$ cat src/rtl/tdm_slot_arbiter_pkg.sv
// Shared types and constants for the TDM slot arbiter.
// The arbiter's optional hold watchdog is enabled by defining TDM_ARB_WATCHDOG_EN.
package tdm_arb_pkg;

  typedef enum logic [1:0] {
    IDLE    = 2'b00,
    GRANT   = 2'b01,
    RELEASE = 2'b10
  } arb_state_e;

  localparam int TDM_NREQ     = 3;
  localparam int TDM_PTR_W    = 2;
  localparam int TDM_MAX_HOLD = 8;

  // Slot that follows cur in a round of nreq slots.
  function automatic int next_slot(input int cur, input int nreq);
    return (cur >= nreq - 1) ? 0 : cur + 1;
  endfunction

endpackage

$ cat src/rtl/tdm_slot_arbiter_if.sv
// Requester-side bus of the TDM slot arbiter.
// master: the requesting engines; slave: the arbiter.
interface tdm_slot_arbiter_if
  import tdm_arb_pkg::*;
#(
  parameter int NREQ  = TDM_NREQ,
  parameter int PTR_W = TDM_PTR_W
);

  logic [NREQ-1:0]  req;
  logic [NREQ-1:0]  done;
  logic [NREQ-1:0]  gnt;
  logic [PTR_W-1:0] gnt_id;
  logic             busy;
  logic             slot_tick;
  logic             timeout;

  modport master (
    output req, done,
    input  gnt, gnt_id, busy, slot_tick, timeout
  );

  modport slave (
    input  req, done,
    output gnt, gnt_id, busy, slot_tick, timeout
  );

endinterface

$ cat src/rtl/tdm_slot_counter.sv
// Mod-NREQ slot pointer: advances one slot per enabled cycle, or loads a
// given slot (load wins over advance).
module tdm_slot_counter
  import tdm_arb_pkg::*;
#(
  parameter int NREQ  = TDM_NREQ,
  parameter int PTR_W = TDM_PTR_W
) (
  input  logic             clk,
  input  logic             reset,
  input  logic             adv,
  input  logic             load,
  input  logic [PTR_W-1:0] load_val,
  output logic [PTR_W-1:0] ptr
);

  // Pointer register: reload takes priority over the round-robin step.
  always_ff @(posedge clk or posedge reset) begin
    if (reset)
      ptr <= '0;
    else if (load)
      ptr <= load_val;
    else if (adv)
      ptr <= PTR_W'(next_slot(int'(ptr), NREQ));
  end

endmodule

$ cat src/rtl/tdm_slot_arbiter.sv
// Round-robin time-slot arbiter: one exclusive, registered one-hot grant at a
// time, offered to the requester owning the current slot.
// Optional hold watchdog: define TDM_ARB_WATCHDOG_EN.
//
//   state   | meaning
//   IDLE    | scanning slots; grant if the slot owner is requesting
//   GRANT   | owner holds the resource until done or req drop
//   RELEASE | one dead cycle with gnt=0 before scanning resumes
module tdm_slot_arbiter
  import tdm_arb_pkg::*;
#(
  parameter int NREQ     = TDM_NREQ,
  parameter int PTR_W    = TDM_PTR_W,
  parameter int MAX_HOLD = TDM_MAX_HOLD
) (
  input  logic              clk,
  input  logic              reset,
  tdm_slot_arbiter_if.slave bus
);

  arb_state_e       state_q, state_d;
  logic [PTR_W-1:0] owner_q, owner_d;
  logic [NREQ-1:0]  gnt_q, gnt_d;
  logic [PTR_W-1:0] ptr;
  logic [PTR_W-1:0] ptr_reload;
  logic             adv, load;
  logic             rel_normal;
  logic             wd_expire;

  // Owner ends its hold by pulsing done or by withdrawing its request.
  assign rel_normal = bus.done[owner_q] | ~bus.req[owner_q];
  assign ptr_reload = PTR_W'(next_slot(int'(owner_q), NREQ));

  tdm_slot_counter #(.NREQ(NREQ), .PTR_W(PTR_W)) u_slot_counter (
    .clk      (clk),
    .reset    (reset),
    .adv      (adv),
    .load     (load),
    .load_val (ptr_reload),
    .ptr      (ptr)
  );

`ifdef TDM_ARB_WATCHDOG_EN
  localparam int HOLD_W = $clog2(MAX_HOLD + 1);

  logic [HOLD_W-1:0] hold_q;
  logic              tmo_q;

  // Hold timer counts down from MAX_HOLD-1; zero means the last allowed cycle.
  always_ff @(posedge clk or posedge reset) begin
    if (reset)
      hold_q <= '0;
    else if (state_q != GRANT && state_d == GRANT)
      hold_q <= HOLD_W'(MAX_HOLD - 1);
    else if (state_q == GRANT && hold_q != '0)
      hold_q <= hold_q - HOLD_W'(1);
  end

  assign wd_expire = (state_q == GRANT) && (hold_q == '0);

  // Timeout pulses only when the watchdog, not the owner, ends the hold.
  always_ff @(posedge clk or posedge reset) begin
    if (reset)
      tmo_q <= 1'b0;
    else
      tmo_q <= wd_expire & ~rel_normal;
  end

  assign bus.timeout = tmo_q;
`else
  logic unused_max_hold;
  assign unused_max_hold = (MAX_HOLD > 0);
  assign wd_expire       = 1'b0;
  assign bus.timeout     = 1'b0;
`endif

  // Next-state and registered-output decode.
  always_comb begin
    state_d = state_q;
    owner_d = owner_q;
    adv     = 1'b0;
    load    = 1'b0;
    case (state_q)
      IDLE: begin
        if (bus.req[ptr]) begin
          state_d = GRANT;
          owner_d = ptr;
        end else begin
          adv = 1'b1;
        end
      end
      GRANT: begin
        if (rel_normal || wd_expire) begin
          state_d = RELEASE;
          load    = 1'b1;
        end
      end
      RELEASE: state_d = IDLE;
      default: state_d = IDLE;
    endcase
    gnt_d = '0;
    if (state_d == GRANT)
      gnt_d[owner_d] = 1'b1;
  end

  // State, owner and grant registers.
  always_ff @(posedge clk or posedge reset) begin
    if (reset) begin
      state_q <= IDLE;
      owner_q <= '0;
      gnt_q   <= '0;
    end else begin
      state_q <= state_d;
      owner_q <= owner_d;
      gnt_q   <= gnt_d;
    end
  end

  assign bus.gnt       = gnt_q;
  assign bus.gnt_id    = owner_q;
  assign bus.busy      = (state_q == GRANT);
  assign bus.slot_tick = (state_q == IDLE) && (ptr == '0);

endmodule

$ cat src/flat_wrapper.sv
// flat-port wrapper written by rule: the top's interface ports become plain ports
module tdm_slot_arbiter_flat import tdm_arb_pkg::*;
#(
  parameter int NREQ     = TDM_NREQ,
  parameter int PTR_W    = TDM_PTR_W,
  parameter int MAX_HOLD = TDM_MAX_HOLD
)
  (clk, reset, bus_req, bus_done, bus_gnt, bus_gnt_id, bus_busy, bus_slot_tick, bus_timeout);
  tdm_slot_arbiter_if #(.NREQ(NREQ), .PTR_W(PTR_W)) bus_i ();
  input  logic clk;
  input  logic reset;
  input wire logic [$bits(bus_i.req)-1:0] bus_req;
  input wire logic [$bits(bus_i.done)-1:0] bus_done;
  output wire logic [$bits(bus_i.gnt)-1:0] bus_gnt;
  output wire logic [$bits(bus_i.gnt_id)-1:0] bus_gnt_id;
  output wire logic [$bits(bus_i.busy)-1:0] bus_busy;
  output wire logic [$bits(bus_i.slot_tick)-1:0] bus_slot_tick;
  output wire logic [$bits(bus_i.timeout)-1:0] bus_timeout;
  assign bus_i.req = bus_req;
  assign bus_i.done = bus_done;
  assign bus_gnt = bus_i.gnt;
  assign bus_gnt_id = bus_i.gnt_id;
  assign bus_busy = bus_i.busy;
  assign bus_slot_tick = bus_i.slot_tick;
  assign bus_timeout = bus_i.timeout;
  tdm_slot_arbiter #(.NREQ(NREQ), .PTR_W(PTR_W), .MAX_HOLD(MAX_HOLD)) u_core (.clk(clk), .reset(reset), .bus(bus_i));
endmodule
$ cat config.mk
export PLATFORM = sky130hd
export DESIGN_NAME = tdm_slot_arbiter_flat
export DESIGN_NICKNAME = d
export VERILOG_FILES = /design/src/rtl/tdm_slot_arbiter_pkg.sv /design/src/rtl/tdm_slot_arbiter_if.sv /design/src/rtl/tdm_slot_counter.sv /design/src/rtl/tdm_slot_arbiter.sv /design/src/flat_wrapper.sv
export SDC_FILE = /design/constraint.sdc
export NUM_CORES = 1
export LEC_CHECK = 0
export CAP_MARGIN = 25
export CORE_AREA = 2 2 39 41
export DETAILED_ROUTE_END_ITERATION = 6
export DIE_AREA = 0 0 41 43
export PLACE_DENSITY_LB_ADDON = 0.1
export SETUP_SLACK_MARGIN = 0.3
export SLEW_MARGIN = 0
export SYNTH_ARGS = -nofsm -noshare
export SYNTH_HDL_FRONTEND = slang
export SYNTH_HIERARCHICAL = 1
export SYNTH_SLANG_ARGS = --single-unit
$ cat constraint.sdc
create_clock -name clk -period 1.8 [get_ports clk]
set_input_delay 0.18 -clock clk [delete_from_list [all_inputs] [get_ports clk]]
set_output_delay 0.18 -clock clk [all_outputs]
set_load 0.02 [all_outputs]
==> results.md <==
- Outcome: complete, no violations
- Cts-stage hold buffer count: 0
- TritonCTS clock tree: yes
- Setup violations, final: 0
- Count of unresolved DRC violations after routing: 0
- Post-route ant nets: 0
- Crit path required time: around 2000 ps
- Number of H-tree branching levels: 1
- Share of power burned in combinational logic: 0.600
- Std-Cell Core Area: around 1400 um^2
- Share of synthesized registers carrying an async set or reset: 1.00
- Clock power share: 0.117
- Global Route Usage Sum: 0.145
- Leak pwr: 0.362 nW
- Share of cells above drive strength 1: 0.316
- Cell row count: 14
- Design internal power: 795 uW
- Crit Reg-Reg Endpoint: u_core/u_slot_counter/ptr[0]
- Hold violation count in the final report: 0
- Arrival time at the worst endpoint: 1780 ps
- Ratio of final minimum period to clock period: 0.880
- Number of nets in the finished design: between 80 and 90
- Layout area overhead: 54.0%
- First-pass GRT wire length: 1.65 mm
- Depth of the most critical reg-to-reg path: 5
- Overall power: 1.37 mW
- Leading cell type in the layout, fill and taps excluded: clkdlybuf4s50_1
- Chip width: just over 40 um
- Clock transition time at the flip-flop clock pins of the worst setup and hold paths: 70 ps
- GRT overflow: 0
- Worst Hold Margin: 95.6 ps
- Total via count after detailed routing: between 400 and 500
- Timing startpoint of the critical path: u_core/u_slot_counter/ptr[1]
- # diodes: 0
- Total nets after synthesis: 59
- Die area: 1760 um^2
- Sequential cell area fraction in the yosys report: 0.455
- Mean area per synthesized cell: 9.72 um^2
- Gate count of the mapped netlist: a little over 50
- Number of buffers on the longest clock path: 2
- Critical path fanouts, max: 4
- Number of sinks handled by clock tree synthesis: 9
- Worst ir drop on vdd: 0.000889 V
- Final Max Tran Viols: 0
- Worst hold path class: in -> async
- Number of optimization iterations in the first detailed-route pass: 4
- Yosys warning count: 6
- Number of different library cells in the post-synthesis netlist: 23
- Total instance count after detailed placement: 82
- Detailed Route Iter0 Violations: 7
- Chip height: 43 um
- Number of antenna violations at the first check in global routing: 0
- Routed wire length: 1.14 mm
- Number of register bits inferred by synthesis: 9
- Count of non-filler cells in the finished layout: 92
- CP endpoint: u_core/u_slot_counter/ptr[0]
- Source-to-sink clock delay at the later pin of the worst-skew pair: around 270 ps
- Port buffer count: 14
- Final Wtd Congestion: between 0.7 and 0.8
- Highest clock rate: around 630 MHz
- Clock buffer count from CTS: 3
- Time the final worst path needs with I/O delays and setup: 1580 ps
- EDFF count, synth: 0
- Top FF cell, synth: dfrtp_1
- Net switching power of the design: 572 uW
- Vias in the first global route: 402
- Combined area of all synthesized cells: 495 um^2
- Reg2reg setup slack: 220 ps
- Initial core utilization: 0.358
- Category of the critical setup timing path: reg -> reg
- Proportion of power drawn by flip-flops and latches: 0.284
- Startpoint type of the worst setup path: flop
- Summed negative setup slack over all endpoints: 0 ps
- Worst-case clock skew: 8.76 ps
- Total non-filler cell area in the finished layout: around 760 um^2
- Sum of net half-perimeters after detailed placement: 828 um
- Commonest non-fill, non-tap cells in the layout: 10 x clkdlybuf4s50_1, 7 x buf_4, 7 x dfrtp_1
- Pwr/cell area: 1790 nW/um^2
- Boundary Pins: 16
- Type of destination of the critical path: flop
- Switching share of power: 0.419
- Max-cap violations: 0
- Pin count of the biggest net entering global routing: 9
- Reg2Reg Launch Point: u_core/u_slot_counter/ptr[1]
- Clock root buffer: clkbuf_4
- RSZ-0062 raised after global routing: yes
- Drt wl/cell: between 10 and 15 um
- Ratio of routed vias to standard cells: 5.02
- Cell area after placement: about 670 um^2
==> metal layers <==
metal  routed length (um)  track usage
met1                  490        0.177
met2                  577        0.197
met3                   57       0.0785
met4                   17       0.0800
met5                    0            0
==> synth_stat cells, types with 2 or more instances <==
cell      n  area, um^2
nor3b_1   4        30.0
nor4b_1   2        17.5
nor2b_1   4        25.0
nor3_1    2        10.0
o21ai_0   2        10.0
nand2b_1  3        18.8
inv_1     6        22.5
a31oi_1   2        12.5
mux2i_1   2        20.0
nor2_1    3        11.3
dfrtp_1   9         225
==> kinds of logic after synthesis <==
logic type	count (synthesis)	share of synthesized area
AOI/OAI and AO/OA	9	0.131
buffers and inverters	7	0.0606
DFF	9	0.455
muxes	2	0.0404
other	1	0.00757
and+or+nand+nor	23	0.306
==> through the flow <==
step | setup slack (ps) | util
after floorplan | 301 | -
after global placement | 4.96 | 0.485
after detailed placement | 19.0 | 0.485
after CTS | 235 | 0.520
after global routing | 111 | 0.552
final | 217 | 0.552
==> sequential cells by signal (all words and copies together) (netlist names) <==
| register | cells |
|---|---|
| u_core/bus.gnt | 3 |
| u_core/bus.gnt_id | 2 |
| u_core/state_q | 2 |
| u_core/u_slot_counter/ptr | 2 |
==> critical path, cell delays in order, from the launching register on <==
cell,delay (ps)
dfrtp_1,400
mux2i_2,280
mux2i_1,140
nor2_1,190
or3b_1,360
a31oi_1,130
==> layout make-up <==
class,count,area [um^2]
timing repair buffer,22,199
clock buffer,3,22.5
sequential,9,228
inverter,6,22.5
multi-input combinational,35,267
clock inverter,1,5.00
fill,144,621
tap,16,20.0
==> timing repair <==
action	4_1_cts	5_1_grt
pin swaps	2	6
gates resized for setup	8	8
setup endpoints to repair	4	10
buffers inserted	3	3
==> how the worst min path moves through the flow <==
stage          start                      endpoint  slack [ps]  cells after the start
2_1_floorplan  reset  u_core/u_slot_counter/ptr[0]         -80                      1
3_3_place_gp   reset  u_core/u_slot_counter/ptr[0]         380                      2
3_5_place_dp   reset  u_core/u_slot_counter/ptr[0]         390                      2
4_1_cts        reset  u_core/u_slot_counter/ptr[0]         110                      2
5_1_grt        reset  u_core/u_slot_counter/ptr[0]         120                      2
6_report       reset  u_core/u_slot_counter/ptr[0]         100                      2
==> power groups by stage <==
stage                     combinational [mW]  sequential [mW]  clock (mW)
after floorplan                        0.384            0.440           0
after global placement                 0.687            0.399           0
after detailed placement               0.689            0.398           0
after CTS                              0.731            0.390       0.159
after global routing                   0.898            0.399       0.176
final                                  0.820            0.388       0.160
Power figures use the tool's default switching activity.
